File: config.mk
export PLATFORM = sky130hd
export DESIGN_NAME = riscv_fetch
export DESIGN_NICKNAME = d
export VERILOG_FILES = /design/src/rtl/riscv_pkg.sv /design/src/rtl/riscv_fetch_perf.sv /design/src/rtl/riscv_fetch.sv
export SDC_FILE = /design/constraint.sdc
export NUM_CORES = 1
export LEC_CHECK = 0
export ABC_AREA = 1
export CAP_MARGIN = 10
export CELL_PAD_IN_SITES_DETAIL_PLACEMENT = 0
export CELL_PAD_IN_SITES_GLOBAL_PLACEMENT = 2
export CORE_AREA = 2 2 214 216
export DETAILED_ROUTE_END_ITERATION = 8
export DIE_AREA = 0 0 216 218
export PLACE_DENSITY_LB_ADDON = 0.08
export SYNTH_ARGS = -nofsm -noshare
export SYNTH_HDL_FRONTEND = slang
export SYNTH_SLANG_ARGS = --single-unit
File: constraint.sdc
create_clock -name iclk -period 2.6 [get_ports iclk]
set_clock_uncertainty 0.1 [all_clocks]
set_input_delay 0.26 -clock iclk [delete_from_list [all_inputs] [get_ports iclk]]
set_output_delay 0.26 -clock iclk [all_outputs]
set_load 0.03 [all_outputs]
File: src/rtl/riscv_pkg.sv
// -----------------------------------------------------------------------------
// riscv_pkg
// Shared definitions for the RISC-V instruction fetch stage:
//   NOP_INSTR        - canonical NOP (addi x0,x0,0) used to fill a killed IF/ID
//   DEFAULT_RESET_PC - default reset program counter
//   fetch_state_e    - fetch FSM state type
//   pc_plus4()       - sequential PC increment, wraps modulo 2^32
// -----------------------------------------------------------------------------
package riscv_pkg;

  localparam logic [31:0] NOP_INSTR        = 32'h0000_0013;
  localparam logic [31:0] DEFAULT_RESET_PC = 32'h0000_0000;

  typedef enum logic [1:0] {
    ST_FETCH = 2'd0,
    ST_HOLD  = 2'd1,
    ST_DRAIN = 2'd2
  } fetch_state_e;

  // 32-bit add drops the carry, so 0xFFFF_FFFC + 4 wraps to 0
  function automatic logic [31:0] pc_plus4(input logic [31:0] pc);
    return pc + 32'd4;
  endfunction

endpackage

File: src/rtl/riscv_fetch_perf.sv
// -----------------------------------------------------------------------------
// riscv_fetch_perf
// Free-running performance counters for the fetch stage; both wrap at 2^32.
// Ports:
//   iclk, irst_n        clock, async active-low reset
//   ifetch_inc          an instruction entered IF/ID as valid this cycle
//   iredirect_inc       a redirect request was seen this cycle
//   ocnt_fetch          accepted-fetch count
//   ocnt_redirect       redirect count
// -----------------------------------------------------------------------------
module riscv_fetch_perf (
  input  logic        iclk,
  input  logic        irst_n,
  input  logic        ifetch_inc,
  input  logic        iredirect_inc,
  output logic [31:0] ocnt_fetch,
  output logic [31:0] ocnt_redirect
);

  logic [31:0] cnt_fetch_r;
  logic [31:0] cnt_redirect_r;

  // Counter registers
  always_ff @(posedge iclk or negedge irst_n) begin
    if (!irst_n) begin
      cnt_fetch_r    <= 32'd0;
      cnt_redirect_r <= 32'd0;
    end else begin
      if (ifetch_inc) begin
        cnt_fetch_r <= cnt_fetch_r + 32'd1;
      end
      if (iredirect_inc) begin
        cnt_redirect_r <= cnt_redirect_r + 32'd1;
      end
    end
  end

  assign ocnt_fetch    = cnt_fetch_r;
  assign ocnt_redirect = cnt_redirect_r;

endmodule

File: src/rtl/riscv_fetch.sv
// -----------------------------------------------------------------------------
// riscv_fetch
// RISC-V instruction fetch stage with IF/ID pipeline register, one-entry skid
// buffer for decode stalls and redirect handling across outstanding fetches.
// Optional feature macro: RISCV_FETCH_PERF_EN (adds fetch/redirect counters;
// when undefined the counter ports are tied to zero).
// Ports:
//   iclk, irst_n              clock, async active-low reset
//   istall_d, iflush_d        decode stall / kill IF/ID
//   ipc_src, ipc_target       redirect request and target PC
//   oimem_req, oimem_addr     instruction memory request / address
//   iimem_ack, iimem_rdata    memory response (may arrive in the request cycle)
//   oinstr_d, opc_d,
//   opc_plus4_d, ovalid_d     IF/ID register contents
//   oop_d, ofunct3_d,
//   ofunct7b5_d               decode slices of oinstr_d
//   ocnt_fetch, ocnt_redirect performance counters
// -----------------------------------------------------------------------------
module riscv_fetch
  import riscv_pkg::*;
#(
  parameter logic [31:0] RESET_PC = DEFAULT_RESET_PC
) (
  input  logic        iclk,
  input  logic        irst_n,
  input  logic        istall_d,
  input  logic        iflush_d,
  input  logic        ipc_src,
  input  logic [31:0] ipc_target,
  output logic        oimem_req,
  output logic [31:0] oimem_addr,
  input  logic        iimem_ack,
  input  logic [31:0] iimem_rdata,
  output logic [31:0] oinstr_d,
  output logic [31:0] opc_d,
  output logic [31:0] opc_plus4_d,
  output logic        ovalid_d,
  output logic [6:0]  oop_d,
  output logic [2:0]  ofunct3_d,
  output logic        ofunct7b5_d,
  output logic [31:0] ocnt_fetch,
  output logic [31:0] ocnt_redirect
);

  fetch_state_e state_r, state_s;
  logic [31:0]  pc_r, pc_s;
  logic [31:0]  tgt_r, tgt_s;
  logic [31:0]  skid_instr_r, skid_pc_r;
  logic         skid_ld_s;
  logic         ifid_ld_s;
  logic [31:0]  ifid_instr_s, ifid_pc_s;
  logic         req_r;
  logic [31:0]  instr_r, pcd_r, pc4d_r;
  logic         valid_r;

  // Next-state, next-PC and IF/ID/skid load decisions
  always_comb begin
    state_s      = state_r;
    pc_s         = pc_r;
    tgt_s        = tgt_r;
    skid_ld_s    = 1'b0;
    ifid_ld_s    = 1'b0;
    ifid_instr_s = iimem_rdata;
    ifid_pc_s    = pc_r;
    case (state_r)
      ST_FETCH: begin
        if (iimem_ack) begin
          if (ipc_src) begin
            // fetched word is on the wrong path: drop it
            pc_s = ipc_target;
          end else if (istall_d) begin
            skid_ld_s = 1'b1;
            pc_s      = pc_plus4(pc_r);
            state_s   = ST_HOLD;
          end else begin
            ifid_ld_s = 1'b1;
            pc_s      = pc_plus4(pc_r);
          end
        end else if (ipc_src) begin
          // request still outstanding: keep address stable, remember target
          tgt_s   = ipc_target;
          state_s = ST_DRAIN;
        end else begin
          state_s = ST_FETCH;
        end
      end
      ST_HOLD: begin
        if (ipc_src) begin
          pc_s    = ipc_target;
          state_s = ST_FETCH;
        end else if (!istall_d) begin
          ifid_ld_s    = 1'b1;
          ifid_instr_s = skid_instr_r;
          ifid_pc_s    = skid_pc_r;
          state_s      = ST_FETCH;
        end else begin
          state_s = ST_HOLD;
        end
      end
      ST_DRAIN: begin
        // the newest redirect always wins, even in the cycle the ack lands
        if (ipc_src) begin
          tgt_s = ipc_target;
        end else begin
          tgt_s = tgt_r;
        end
        if (iimem_ack) begin
          pc_s    = tgt_s;
          state_s = ST_FETCH;
        end else begin
          state_s = ST_DRAIN;
        end
      end
      default: begin
        state_s = ST_FETCH;
        pc_s    = pc_r;
      end
    endcase
  end

  // FSM, PC, redirect target, skid buffer and request registers
  always_ff @(posedge iclk or negedge irst_n) begin
    if (!irst_n) begin
      state_r      <= ST_FETCH;
      pc_r         <= RESET_PC;
      tgt_r        <= 32'd0;
      skid_instr_r <= 32'd0;
      skid_pc_r    <= 32'd0;
      req_r        <= 1'b1;
    end else begin
      state_r <= state_s;
      pc_r    <= pc_s;
      tgt_r   <= tgt_s;
      req_r   <= (state_s != ST_HOLD);
      if (skid_ld_s) begin
        skid_instr_r <= iimem_rdata;
        skid_pc_r    <= pc_r;
      end
    end
  end

  // IF/ID register; a flush overrides any load in the same cycle
  always_ff @(posedge iclk or negedge irst_n) begin
    if (!irst_n) begin
      instr_r <= NOP_INSTR;
      pcd_r   <= 32'd0;
      pc4d_r  <= 32'd0;
      valid_r <= 1'b0;
    end else if (iflush_d) begin
      instr_r <= NOP_INSTR;
      valid_r <= 1'b0;
    end else if (ifid_ld_s) begin
      instr_r <= ifid_instr_s;
      pcd_r   <= ifid_pc_s;
      pc4d_r  <= pc_plus4(ifid_pc_s);
      valid_r <= 1'b1;
    end
  end

  assign oimem_req   = req_r;
  assign oimem_addr  = pc_r;
  assign oinstr_d    = instr_r;
  assign opc_d       = pcd_r;
  assign opc_plus4_d = pc4d_r;
  assign ovalid_d    = valid_r;
  assign oop_d       = instr_r[6:0];
  assign ofunct3_d   = instr_r[14:12];
  assign ofunct7b5_d = instr_r[30];

`ifdef RISCV_FETCH_PERF_EN
  logic fetch_inc_s;
  assign fetch_inc_s = ifid_ld_s & ~iflush_d;

  riscv_fetch_perf u_perf (
    .iclk          (iclk),
    .irst_n        (irst_n),
    .ifetch_inc    (fetch_inc_s),
    .iredirect_inc (ipc_src),
    .ocnt_fetch    (ocnt_fetch),
    .ocnt_redirect (ocnt_redirect)
  );
`else
  assign ocnt_fetch    = 32'd0;
  assign ocnt_redirect = 32'd0;
`endif

endmodule

==> results by group <==
Timing
  • RSZ-0062 raised after global routing: no
  • Setup tns final: 0 ps
  • Setup violators final: 0
  • Period Utilization, post-route: 0.913
  • Least-Margin Pin Slew: 781 ps
  • Slew HR: 0.479
  • Worst setup slack after layout: 226 ps
  • Max Fclk: 421 MHz
  • Final hold violation count: 0
  • Max-slew violations: 0
  • Min Tclk post-route: 2370 ps

Clock network
  • Clk pin slew, worst setup/hold paths: 60 ps
  • Post-CTS Setup Inserts: 0
  • Total CTS buffers: 29
  • Root buf cell: clkbuf_16
  • # H-tree levels: 1
  • CTS tree: built
  • Clk sinks: 226
  • Max Buffers Root-to-Sink: 3
  • Clock latency at the later pin of the worst-skew pair: 560 ps

Die
  • Row count: 78
  • Die Span Y: 218 microns
  • Starting Density: 0.286
  • Die Area: 47100 sq um
  • Total I/O pin count: 275
  • Core ar.: 44900 sq um
  • Die W: 216 microns

Place
  • DP HPWL: 32.1 mm
  • Input/output buffers: 210
  • Pre-CTS setup slack: -30.1 ps
  • GP Congestion: 0.823

Critical path
  • Worst setup SP type: register
  • Reg2Reg Launch Point: state_r[0]$_DFF_PN0_
  • Setup CP Type: reg2reg
  • Crit path DAT: 2760 ps
  • Worst reg-to-reg setup slack: 230 ps
  • CP Launch Point: state_r[0]$_DFF_PN0_
  • Critical Path End: oinstr_d[1]$_DFFE_PN1P_
  • Worst R2R End: oinstr_d[1]$_DFFE_PN1P_
  • CP Data Required Time: 2990 ps
  • CP max stage cell: dfrtp_2
  • Largest fanout on the critical path: 31
  • CP max stage delay: 430 ps
  • CP Capture Type: register
  • Crit path cell chain: inv_1 -> ha_1 -> nand2_1 -> inv_1 -> or2_2 -> nand2_1 -> buf_4 -> nand2_1 -> o21ai_0 -> inv_1
  • Worst r2r path cells: 10

Detailed routing
  • Antenna viol nets, final: 0
  • Met2 WL: 18.5 mm
  • Via/cell ratio: 4.51
  • DRC: 0
  • DR top layer: met4
  • Vias: 11800
  • DRT met1 WL: 22.8 mm
  • First-pass iteration count of the detailed router: 5
  • Met3 wire len: 1.67 mm
  • Wire length per cell: 16.7 microns
  • Initial DRC Count: 651
  • Total Wirelength: 43.6 mm

Cells and area
  • Layout cells sized above 1: 0.0955
  • Area delta synth->final: 31.8%
  • Antenna cell count: 0
  • Storage cell area: 5660 sq um
  • Multi-input gate area: 5880 sq um
  • Nets: 2064
  • Fin util: 0.377
  • Fillcell total: 4793

Power and ir drop
  • LEAKAGE: 7.97 nW
  • VDD IR max: 0.465 mV
  • PwrDens: 1150 nW/um^2

Yosys
  • Post-synthesis sequential area ratio: 0.441
  • Largest family of logic cells by synthesized area: simple AND/OR/NAND/NOR gates
  • Mapped Avg Cell Area: 7.34 sq um
  • Synth Cell Area: 12800 sq um
  • Mux cell area share after synthesis: 0.00263
  • Synthesized instance count: 1749
  • Synth Area in Compound Gates: 0.136
  • Area share of the largest cell type after synthesis: 0.433
  • Synthesis-stage register bit count: 226
  • Area leader, netlist: dfrtp_1
  • Simple-Gate Fraction of Synth Area: 0.280
  • Ranking of synthesized cells by area: dfrtp_1, nand2_1, o21ai_0, nand3_1, buf_4
  • Yosys Warn Count: 0
  • Post-Synth Adder-Cell Area: 0.00585
  • Post-Synth XOR/XNOR Area: 0.0109
  • Synth unique cells: 42

GRT
  • All-Layer GR Usage: 0.185
  • Initial antenna violation count: 0
  • Vias in the first global route: 11300
  • Largest net degree at the start of global routing: 81
  • GR Overflow Total: 0
  • First-pass GRT wire length: 68.8 mm

Worst hold path
  • Min-Delay Path Class: in2async

Run
  • Max-Cap Viols: 0

Run status
  • Status: complete, no violations
[cell type report]
| type | count | share of cell area |
|---|---|---|
| clock buffer | 44 | 0.0504 |
| tap | 600 | 0.0444 |
| inverter | 152 | 0.0339 |
| timing repair buffer | 314 | 0.182 |
| sequential | 226 | 0.335 |
| multi-input combinational | 1265 | 0.348 |
| clock inverter | 9 | 0.00732 |
[cells by family (layout without fill, tap and decap cells)]
family / Yosys count / count (layout)
other: 1 / 64
AOI/OAI and AO/OA: 318 / 318
and+or+nand+nor: 858 / 858
xor gates and xnor gates: 16 / 16
buffers and inverters: 321 / 519
DFF: 226 / 226
adders and majority gates: 6 / 6
muxes: 3 / 3
[through the flow]
step	total power, mW	hold slack (ps)	std cells	area [sq um]
finish	19.4	147	2610	16900
global route	20.9	184	2610	16900
CTS	19.7	156	2610	16900
detailed placement	15.4	151	2556	15900
global placement	15.4	153	2556	15900
floorplan	11.3	-136	1812	13100
[cell usage in the layout (no fill, tap or decap), types with 3 or more instances in the layout]
cell / instances
o31ai_1: 3
nor2_1: 82
clkinv_2: 5
o21ai_0: 228
clkdlybuf4s50_1: 208
bufinv_16: 3
a221oi_1: 3
inv_1: 145
xor2_1: 14
dfrtp_1: 221
buf_4: 88
dfstp_2: 4
nand4_1: 15
nor2_4: 4
o21bai_1: 3
buf_12: 15
nor3_1: 15
nor2_2: 13
nand2_2: 4
clkbuf_16: 29
nand3b_1: 15
ha_1: 5
nand2_1: 573
inv_2: 4
clkbuf_8: 7
o21a_1: 7
o22ai_1: 4
nand3_1: 129
a22oi_1: 29
conb_1: 64
clkbuf_1: 8
o211ai_1: 12
mux2_2: 3
a21oi_1: 23
[critical path, delay by kind of cell (launching register included)]
| family | cells | cell delay [ps] |
|---|---|---|
| compound gates | 1 | 180 |
| fa+ha+maj | 1 | 260 |
| buf+inv | 4 | 610 |
| flops | 1 | 430 |
| simple gates | 4 | 720 |
[per-layer routing]
metal / vias to the layer above / global-route usage
met2: 237 / 0.275
met3: 41 / 0.0238
li1: 6003 / -
met4: 0 / 0.0418
met1: 5491 / 0.282
met5: - / 0
[flip-flops by register name (all words and copies together), names as in the netlist]
name and count:
opc_d 32, oimem_req 1, oinstr_d 32, tgt_r 32, opc_plus4_d 30, state_r 2
skid_instr_r 32, ovalid_d 1, oimem_addr 32, skid_pc_r 32
[repair_timing]
| item | in CTS | in global routing |
|---|---|---|
| hold buffers | 1 | 0 |
| hold endpoints to repair | 55 | 0 |
| gates resized for setup | 0 | 5 |
| setup endpoints to repair | 0 | 26 |
[cell usage after synthesis]
cell / count
nand2_2: 4
a221oi_1: 3
nand3_1: 130
buf_4: 79
o22ai_1: 4
a211oi_1: 1
buf_6: 6
buf_1: 3
buf_2: 24
nand3_2: 1
nor2_8: 1
a21oi_1: 23
nand2_4: 1
nand2_1: 574
nand3b_1: 15
o211ai_1: 12
ha_1: 6
clkinv_1: 2
clkbuf_1: 57
nor2_1: 84
xnor2_1: 2
xor2_1: 14
o21bai_1: 3
a22oi_1: 29
nor2_2: 12
o21ai_0: 228
nor2_4: 3
inv_2: 4
mux2_2: 3
o21ai_1: 3
nand2b_1: 1
nor3_1: 15
o31ai_1: 3
or2_2: 1
o21a_1: 7
dfrtp_1: 222
conb_1: 1
inv_1: 146
nand4_1: 15
nor4_1: 1
dfstp_2: 4
a31oi_1: 2
[how the worst min path moves through the flow]
stage	startpoint	to	slack (ps)	cells after the start
finish	irst_n	oinstr_d[8]$_DFFE_PN0P_	150	2
detailed placement	irst_n	oinstr_d[8]$_DFFE_PN0P_	150	1
global placement	irst_n	skid_instr_r[20]$_DFFE_PN0P_	150	1
CTS	iimem_rdata[16]	skid_instr_r[16]$_DFFE_PN0P_	160	3
floorplan	irst_n	oimem_addr[0]$_DFFE_PN0P_	-140	0
global route	irst_n	oinstr_d[8]$_DFFE_PN0P_	180	2
[report_power, final]
group | total (mW) | internal, mW | leakage (nW) | switching (mW)
logic | 9.20 | 3.49 | 4.62 | 5.71
registers | 6.08 | 4.93 | 2.87 | 1.15
clock network | 4.12 | 2.54 | 0.484 | 1.58
Note: power is estimated with default switching activity, not from simulation.
